<file path="config.mk">
export PLATFORM = sky130hd
export DESIGN_NAME = spi_sclk_generator_flat
export DESIGN_NICKNAME = d
export VERILOG_FILES = /design/src/rtl/spi_sclk_generator_if.sv /design/src/rtl/spi_sclk_generator.sv /design/src/flat_wrapper.sv
export SDC_FILE = /design/constraint.sdc
export NUM_CORES = 1
export LEC_CHECK = 0
export ABC_AREA = 1
export CAP_MARGIN = 40
export CELL_PAD_IN_SITES_DETAIL_PLACEMENT = 1
export CELL_PAD_IN_SITES_GLOBAL_PLACEMENT = 1
export CORE_UTILIZATION = 39
export CTS_CLUSTER_DIAMETER = 80
export DETAILED_ROUTE_END_ITERATION = 16
export GPL_ROUTABILITY_DRIVEN = 0
export GPL_TIMING_DRIVEN = 1
export PLACE_DENSITY_LB_ADDON = 0.1
export SYNTH_ARGS = -nofsm -noshare
export SYNTH_HDL_FRONTEND = slang
export SYNTH_SLANG_ARGS = --single-unit
</file>
<file path="constraint.sdc">
create_clock -name i_clk -period 1.7 [get_ports i_clk]
set_input_delay 0.34 -clock i_clk [delete_from_list [all_inputs] [get_ports i_clk]]
set_output_delay 0.34 -clock i_clk [all_outputs]
set_load 0.03 [all_outputs]
</file>
<file path="src/rtl/spi_sclk_generator_if.sv">
// SPI serial-clock generator bus.
// Groups the request/configuration inputs and the clock/strobe/handshake
// outputs of spi_sclk_generator.
//   master : SPI master control side (drives request and configuration).
//   slave  : clock generator side (drives SCLK, strobes, busy/done).
interface spi_sclk_generator_if #(
  parameter int unsigned DIV_WIDTH = 8,
  parameter int unsigned CNT_WIDTH = 6
);
  logic                 i_start;
  logic                 i_enable;
  logic [DIV_WIDTH-1:0] i_div;
  logic                 i_cpol;
  logic                 i_cpha;
  logic [CNT_WIDTH-1:0] i_num_bits;
  logic                 o_sclk;
  logic                 o_lead;
  logic                 o_trail;
  logic                 o_sample;
  logic                 o_shift;
  logic                 o_busy;
  logic                 o_done;

  modport master (
    output i_start, i_enable, i_div, i_cpol, i_cpha, i_num_bits,
    input  o_sclk, o_lead, o_trail, o_sample, o_shift, o_busy, o_done
  );

  modport slave (
    input  i_start, i_enable, i_div, i_cpol, i_cpha, i_num_bits,
    output o_sclk, o_lead, o_trail, o_sample, o_shift, o_busy, o_done
  );
endinterface

</file>
<file path="src/rtl/spi_sclk_generator.sv">
// Parametrised SPI serial-clock generator.
// Produces SCLK with programmable half-period (i_div+1 clocks), CPOL/CPHA
// modes, a burst of i_num_bits bits with busy/done handshake, an enable that
// freezes the clock mid-burst, and per-edge lead/trail/sample/shift strobes.
// Ports:
//   i_clk   : system clock, rising edge.
//   i_reset : synchronous active-high reset.
//   bus     : spi_sclk_generator_if slave modport
//             (i_start, i_enable, i_div, i_cpol, i_cpha, i_num_bits in;
//              o_sclk, o_lead, o_trail, o_sample, o_shift, o_busy, o_done out).
module spi_sclk_generator #(
  parameter int unsigned DIV_WIDTH = 8,
  parameter int unsigned CNT_WIDTH = 6
) (
  input  logic                  i_clk,
  input  logic                  i_reset,
  spi_sclk_generator_if.slave   bus
);

  typedef enum logic [1:0] {
    ST_IDLE = 2'd0,
    ST_RUN  = 2'd1,
    ST_TAIL = 2'd2
  } state_t;

  state_t               state_q, state_d;
  logic [DIV_WIDTH-1:0] div_cnt_q, div_cnt_d;
  logic [CNT_WIDTH:0]   edge_cnt_q, edge_cnt_d;
  logic [DIV_WIDTH-1:0] div_q, div_d;
  logic                 cpol_q, cpol_d;
  logic                 cpha_q, cpha_d;
  logic [CNT_WIDTH-1:0] num_bits_q, num_bits_d;
  logic                 sclk_q, sclk_d;
  logic                 lead_q, lead_d;
  logic                 trail_q, trail_d;
  logic                 sample_q, sample_d;
  logic                 shift_q, shift_d;
  logic                 busy_q, busy_d;
  logic                 done_q, done_d;

  logic                 tick;
  logic                 lead_edge;
  logic                 last_edge;

  always_ff @(posedge i_clk) begin
    if (i_reset) begin
      state_q    <= ST_IDLE;
      div_cnt_q  <= '0;
      edge_cnt_q <= '0;
      div_q      <= '0;
      cpol_q     <= 1'b0;
      cpha_q     <= 1'b0;
      num_bits_q <= '0;
      sclk_q     <= 1'b0;
      lead_q     <= 1'b0;
      trail_q    <= 1'b0;
      sample_q   <= 1'b0;
      shift_q    <= 1'b0;
      busy_q     <= 1'b0;
      done_q     <= 1'b0;
    end else begin
      state_q    <= state_d;
      div_cnt_q  <= div_cnt_d;
      edge_cnt_q <= edge_cnt_d;
      div_q      <= div_d;
      cpol_q     <= cpol_d;
      cpha_q     <= cpha_d;
      num_bits_q <= num_bits_d;
      sclk_q     <= sclk_d;
      lead_q     <= lead_d;
      trail_q    <= trail_d;
      sample_q   <= sample_d;
      shift_q    <= shift_d;
      busy_q     <= busy_d;
      done_q     <= done_d;
    end
  end

  always_comb begin
    state_d    = state_q;
    div_cnt_d  = div_cnt_q;
    edge_cnt_d = edge_cnt_q;
    div_d      = div_q;
    cpol_d     = cpol_q;
    cpha_d     = cpha_q;
    num_bits_d = num_bits_q;
    sclk_d     = sclk_q;
    lead_d     = 1'b0;
    trail_d    = 1'b0;
    sample_d   = 1'b0;
    shift_d    = 1'b0;
    busy_d     = busy_q;
    done_d     = 1'b0;

    // Equality compare only, so an all-ones divisor never overflows.
    tick       = (div_cnt_q == div_q);
    // The edge about to happen moves SCLK away from idle when the current
    // level is the idle level.
    lead_edge  = (sclk_q == cpol_q);
    last_edge  = ((edge_cnt_q + 1'b1) == {num_bits_q, 1'b0});

    unique case (state_q)
      ST_IDLE: begin
        sclk_d = bus.i_cpol;
        busy_d = 1'b0;
        if (bus.i_start) begin
          if (bus.i_num_bits != '0) begin
            div_d      = bus.i_div;
            cpol_d     = bus.i_cpol;
            cpha_d     = bus.i_cpha;
            num_bits_d = bus.i_num_bits;
            div_cnt_d  = '0;
            edge_cnt_d = '0;
            busy_d     = 1'b1;
            state_d    = ST_RUN;
          end else begin
            done_d = 1'b1;
          end
        end
      end

      ST_RUN: begin
        if (bus.i_enable) begin
          if (tick) begin
            div_cnt_d  = '0;
            sclk_d     = ~sclk_q;
            edge_cnt_d = edge_cnt_q + 1'b1;
            lead_d     = lead_edge;
            trail_d    = ~lead_edge;
            if (cpha_q) begin
              shift_d  = lead_edge;
              sample_d = ~lead_edge;
            end else begin
              sample_d = lead_edge;
              // The final trailing edge has no next bit to shift out.
              shift_d  = ~lead_edge & ~last_edge;
            end
            if (last_edge) begin
              state_d = ST_TAIL;
            end
          end else begin
            div_cnt_d = div_cnt_q + 1'b1;
          end
        end
      end

      ST_TAIL: begin
        if (bus.i_enable) begin
          if (tick) begin
            div_cnt_d = '0;
            busy_d    = 1'b0;
            done_d    = 1'b1;
            state_d   = ST_IDLE;
          end else begin
            div_cnt_d = div_cnt_q + 1'b1;
          end
        end
      end

      default: begin
        state_d = ST_IDLE;
      end
    endcase
  end

  assign bus.o_sclk   = sclk_q;
  assign bus.o_lead   = lead_q;
  assign bus.o_trail  = trail_q;
  assign bus.o_sample = sample_q;
  assign bus.o_shift  = shift_q;
  assign bus.o_busy   = busy_q;
  assign bus.o_done   = done_q;

endmodule

</file>
<file path="src/flat_wrapper.sv">
// flat-port wrapper written by rule: the top's interface ports become plain ports
module spi_sclk_generator_flat 
#(
  parameter int unsigned DIV_WIDTH = 8,
  parameter int unsigned CNT_WIDTH = 6
)
  (i_clk, i_reset, bus_i_start, bus_i_enable, bus_i_div, bus_i_cpol, bus_i_cpha, bus_i_num_bits, bus_o_sclk, bus_o_lead, bus_o_trail, bus_o_sample, bus_o_shift, bus_o_busy, bus_o_done);
  spi_sclk_generator_if #(.DIV_WIDTH(DIV_WIDTH), .CNT_WIDTH(CNT_WIDTH)) bus_i ();
  input  logic i_clk;
  input  logic i_reset;
  input wire logic [$bits(bus_i.i_start)-1:0] bus_i_start;
  input wire logic [$bits(bus_i.i_enable)-1:0] bus_i_enable;
  input wire logic [$bits(bus_i.i_div)-1:0] bus_i_div;
  input wire logic [$bits(bus_i.i_cpol)-1:0] bus_i_cpol;
  input wire logic [$bits(bus_i.i_cpha)-1:0] bus_i_cpha;
  input wire logic [$bits(bus_i.i_num_bits)-1:0] bus_i_num_bits;
  output wire logic [$bits(bus_i.o_sclk)-1:0] bus_o_sclk;
  output wire logic [$bits(bus_i.o_lead)-1:0] bus_o_lead;
  output wire logic [$bits(bus_i.o_trail)-1:0] bus_o_trail;
  output wire logic [$bits(bus_i.o_sample)-1:0] bus_o_sample;
  output wire logic [$bits(bus_i.o_shift)-1:0] bus_o_shift;
  output wire logic [$bits(bus_i.o_busy)-1:0] bus_o_busy;
  output wire logic [$bits(bus_i.o_done)-1:0] bus_o_done;
  assign bus_i.i_start = bus_i_start;
  assign bus_i.i_enable = bus_i_enable;
  assign bus_i.i_div = bus_i_div;
  assign bus_i.i_cpol = bus_i_cpol;
  assign bus_i.i_cpha = bus_i_cpha;
  assign bus_i.i_num_bits = bus_i_num_bits;
  assign bus_o_sclk = bus_i.o_sclk;
  assign bus_o_lead = bus_i.o_lead;
  assign bus_o_trail = bus_i.o_trail;
  assign bus_o_sample = bus_i.o_sample;
  assign bus_o_shift = bus_i.o_shift;
  assign bus_o_busy = bus_i.o_busy;
  assign bus_o_done = bus_i.o_done;
  spi_sclk_generator #(.DIV_WIDTH(DIV_WIDTH), .CNT_WIDTH(CNT_WIDTH)) u_core (.i_clk(i_clk), .i_reset(i_reset), .bus(bus_i));
endmodule
</file>
; Word-level counts from Yosys, hierarchy flattened
; Cells that the tools add are included.
[word_totals]
register_bits = 40
in_bits = 20
out_inout_bits = 7
word_cells = 82
[op_classes]
addsub = 2
n_eq_ne = 13
n_mux = 33
bitwise_logic = 7
reduce_logical = 13
[ops]
columns = op, count
row1 = 8-bit 2-to-1 mux, 4
row2 = 7-bit 2-to-1 mux, 4
row3 = 8-bit case mux with 2 select lines, 1
row4 = 2-bit 2-to-1 mux, 7
row5 = 7-bit case mux with 2 select lines, 1
row6 = 1-bit 2-to-1 mux, 12
row7 = 2-bit by 1-bit != test with 1-bit output (second input constant), 5
row8 = 3-bit AND reduction, 3
row9 = 8-bit by 1-bit adder with 8-bit output (second input constant), 1
row10 = 8-bit equality test, 1
row11 = 7-bit by 1-bit adder with 7-bit output (second input constant), 1
row12 = 7-bit equality test, 1
row13 = 7-bit AND reduction, 1
row14 = 2-bit != test (second input constant), 3
row15 = 1-bit NOT, 6
row16 = 1-bit case mux with 2 select lines, 3
row17 = 2-bit case mux with 3 select lines, 1
row18 = 2-bit nonzero test, 3
row19 = 6-bit nonzero test, 1
row20 = 5-bit AND reduction, 1
row21 = 4-bit AND reduction, 1
row22 = 4-bit OR reduction, 1
row23 = 2-bit by 1-bit equality test with 1-bit output (second input constant), 1
row24 = 2-bit equality test (second input constant), 1
row25 = 4 further kinds, 4

; Depth between registers and ports, before layout
[depth]
depth_word = 6
depth_mapped = 14
mapped_depth_nobuf = 14

; Least setup slack after synthesis
; No wires, ideal clock.
[synth_timing]
kind = register -> register
start = register u_core.state_q[0]
end = register u_core.div_cnt_q[5]
arrival_ns = 1.494
required_time_ns = 1.630
slack_ns = 0.136
path_stages_with_launch = 9
synth_period_minus_slack_ns = 1.564
cell_sequence = dfxtp_1 > inv_1 > ha_1 > o21ai_1 > nand2_2 > or2_1 > o21ai_1 > nand3_1 > a21oi_1
[synth_between]
elab_chain_len = 4
elab_cells_between_ends = 10
[synth_lines]
columns = element, line_no
row1 = from (decl), spi_sclk_generator.sv:26  ; state_t state_q, state_d;
row2 = from (signal assigned), spi_sclk_generator.sv:62  ; state_q <= state_d;
row3 = 2-bit by 1-bit equality test with 1-bit output / 2-bit equality test (equally long branches), spi_sclk_generator.sv:102  ; unique case (state_q)
row4 = 2-bit OR reduction (no source line), --
row5 = 2-bit by 1-bit != test with 1-bit output (no source line) / 2-bit nonzero test (equally long branches), --
row6 = 4-bit AND reduction (no source line), --
row7 = to (signal assigned), spi_sclk_generator.sv:63  ; div_cnt_q <= div_cnt_d;
row8 = to (decl), spi_sclk_generator.sv:27  ; logic [DIV_WIDTH-1:0] div_cnt_q, div_cnt_d;
; Parallel ways exist; a longest one is shown, timed or not.
; A chain may end at the register's enable or synchronous reset.

; Worst setup path after layout
[layout_timing]
start = register u_core.busy_q (netlist: u_core.bus.o_busy)
end = output port bus_o_busy
[layout_lines]
columns = element, line_no
row1 = from (decl), spi_sclk_generator.sv:38  ; logic busy_q, busy_d;
row2 = from (signal assigned), spi_sclk_generator.sv:74  ; busy_q <= busy_d;
row3 = to (decl), flat_wrapper.sv:22  ; output wire logic [$bits(bus_i.o_busy)-1:0] bus_o_busy;
; No word-level cell between the ends.

==> reports/metrics.cfg <==
[run_status]
outcome=completed

[critical_path]
cp_top_family=buffers and inverters
cp-end-kind=output pin
crit_chain=clkdlybuf4s50_1
crit_buf_inv=1
critical_path_class=reg -> out
worstSetupStartpointType=flip-flop
cp.arrival_ps=1300
worstPathMaxFanout=2
crit_required_ps=1360
cp_slowest_cell=clkdlybuf4s50_1
max_stage_delay_ps=670

[route]
via_count=2093
met2_length_mm=2.78
first_pass_iters=4
routed_wl_mm=5.87
ant_nets=0
post-route-drc-count=0
dr_wl_met3_um=207
routedLengthMet1_mm=2.77
routedWlPerCell_um=14.1
top_layer=met4
drt-initial-drc-count=70
via_per_inst=5.01

[logic_synthesis]
yosys-top-cells-area=dfxtp_1 (39%), nand2_1 (12%), nor2_1 (7.3%)
synth_area_per_cell_um2=6.80
netlist.top_cell.by_area=dfxtp_1
synth_warnings=0
ys_seq_area_share_pct=39.1
yosysTopAreaCellShare_pct=39.1
synth_seq_cells=40
yosysUniqueCellTypes=29
synthCells=301
synth_area_um2=2050
synth_nets=326

[cells_and_area]
drive_gt1_share_pct=21.6
final_common_cell=nand2_1
final_cell_mix=nand2_1 (59), nor2_1 (35), dfxtp_1 (33), inv_1 (31), clkdlybuf4s50_1 (25)
diodes=0
nets=372
final.fill_count=665
design_area_um2=2760
area_growth_pct=34.7

[placement]
port-buffer-count=26
placed_cell_area_um2=2480
hpwl_mm=4.26

[timing]
tightest_slew_ps=308
skew_ps=4.74
maxSlewViolCount=0
hold_violations=0
max_slew_margin_pct=79.4
rsz0062_at_grt=yes
min_period_ps=1640
max_freq_mhz=610
setup_viol=0
setup_tns_ps=0
fin_crit_sh_pct=96.5

[global_routing]
antenna_found_initial=0
first_global_vias=1956
grt_pass1_wl_mm=9.23
overflow=0
grt_use_total_pct=22.2
grt_max_degree=16

[clocking]
clockBufferDepth=2
cts.sinks=40
cts_tree=built
cts_buffers=5
cts_max_level=2
cts.clk_slew.worst_paths_ps=80
root_buffer=clkbuf_8
clk_latency_ps=290

[floorplan]
start_util_pct=40.4
die_y_um=74.5
design.core.area_um2=5070
num_rows=26
ios=27
dieArea_um2=5550
die_x_um=74.5

[power_and_ir_drop]
p_leak_nw=1.21
power.internal_mw=2.61
p_per_area_nw_per_um2=1680
p_seq_share_pct=29.9
pwr-share-comb_pct=53.3
swShare_pct=43.7
clkPwrFrac_pct=16.8
ir_drop_mv=0.708
p_switching_mw=2.03

[job]
drv_cap=0

[min_path]
hold_class=reg -> reg

==> path summary, 6_finish.rpt <==
kind,from,endpoint,slack (ps),depth (start not counted)
worst max-delay path,u_core.bus.o_busy,bus_o_busy,60,1
worst min-delay path,u_core.div_q[5],u_core.div_q[5],480,2
worst max register to register,u_core.div_cnt_q[3],u_core.edge_cnt_q[1],100,11
worst min register to register,u_core.div_q[5],u_core.div_q[5],480,2
==> power groups by stage <==
stage	registers, mW	logic [mW]	clock network, mW
6_report	1.39	2.47	0.780
5_1_grt	1.42	2.77	0.839
3_3_place_gp	1.35	2.01	0
4_1_cts	1.35	2.17	0.790
3_5_place_dp	1.36	2.09	0
2_1_floorplan	1.37	1.44	0
==> per-stage QoR <==
stage               cells  utilization [%]  total power [mW]  setup slack (ps)  hold slack (ps)
floorplan             301                -              2.81               136              409
global placement      405             48.8              3.37              -221              460
detailed placement    405             48.8              3.46              -316              466
CTS                   413             51.8              4.31              10.2              479
global route          418             54.4              5.03             -31.5              511
finish                418             54.4              4.64              60.0              476
==> sequential cells by signal (all words and copies together), names as in the netlist <==
signal	count
u_core.div_cnt_q	8
u_core.div_q	8
u_core.edge_cnt_q	7
u_core.num_bits_q	6
u_core.state_q	2
u_core.bus.o_busy	1
u_core.bus.o_done	1
u_core.bus.o_lead	1
u_core.bus.o_sample	1
u_core.bus.o_sclk	1
u_core.bus.o_shift	1
u_core.bus.o_trail	1
u_core.cpha_q	1
u_core.cpol_q	1
==> layer usage <==
metal | track usage [%] | vias up
li1 | - | 1064
met1 | 29.2 | 988
met2 | 37.0 | 31
met3 | 4.20 | 10
met4 | 6.29 | 0
met5 | 0 | -
==> cell type report <==
class                      count  area, um^2  share of cell area (%)
timing repair buffer          46         409                    14.8
sequential                    40         810                    29.3
multi-input combinational    217        1210                    43.7
clock inverter                 2        35.0                    1.27
inverter                      37         139                    5.03
tap                           70        87.6                    3.17
clock buffer                   6        72.6                    2.63
==> logic make-up (layout without fill, tap and decap cells) <==
kind of cell | Yosys count | count (layout) | synth area share, %
adder cells (fa/ha/maj) | 5 | 5 | 3.05
buffers and inverters | 45 | 91 | 8.67
flip-flops | 40 | 40 | 39.1
XOR/XNOR | 9 | 9 | 3.85
AO/OA/AOI/OAI | 52 | 52 | 13.5
AND/OR/NAND/NOR | 150 | 151 | 31.8
==> cells in the mapped netlist <==
cell and instances:
nand2_1 65, dfxtp_1 40, nor2_1 40, inv_1 33, nand3_1 26, a21oi_1 24, o21ai_0 19, nand2_2 6
clkbuf_1 5, ha_1 5, nand4_1 5, xnor2_1 5, inv_2 4, xor2_1 4, o21ai_1 3, nor2_2 2
nor3_1 2, o211ai_1 2, a211oi_1 1, a21boi_1 1, a221oi_1 1, buf_1 1, buf_2 1, buf_6 1
nand2_4 1, nor3b_2 1, o21a_1 1, or2_1 1, or2_2 1
==> what timing repair did <==
item / 4_1_cts / 5_1_grt
resized for setup: 14 / 26
hold buffers: 0 / 0
hold endpoints to repair: 0 / 0
buffers inserted: 0 / 4
pin swaps: 0 / 14
cloned: 0 / 1
setup endpoints to repair: 7 / 20
No activity file was read; power rests on OpenSTA's default activity.
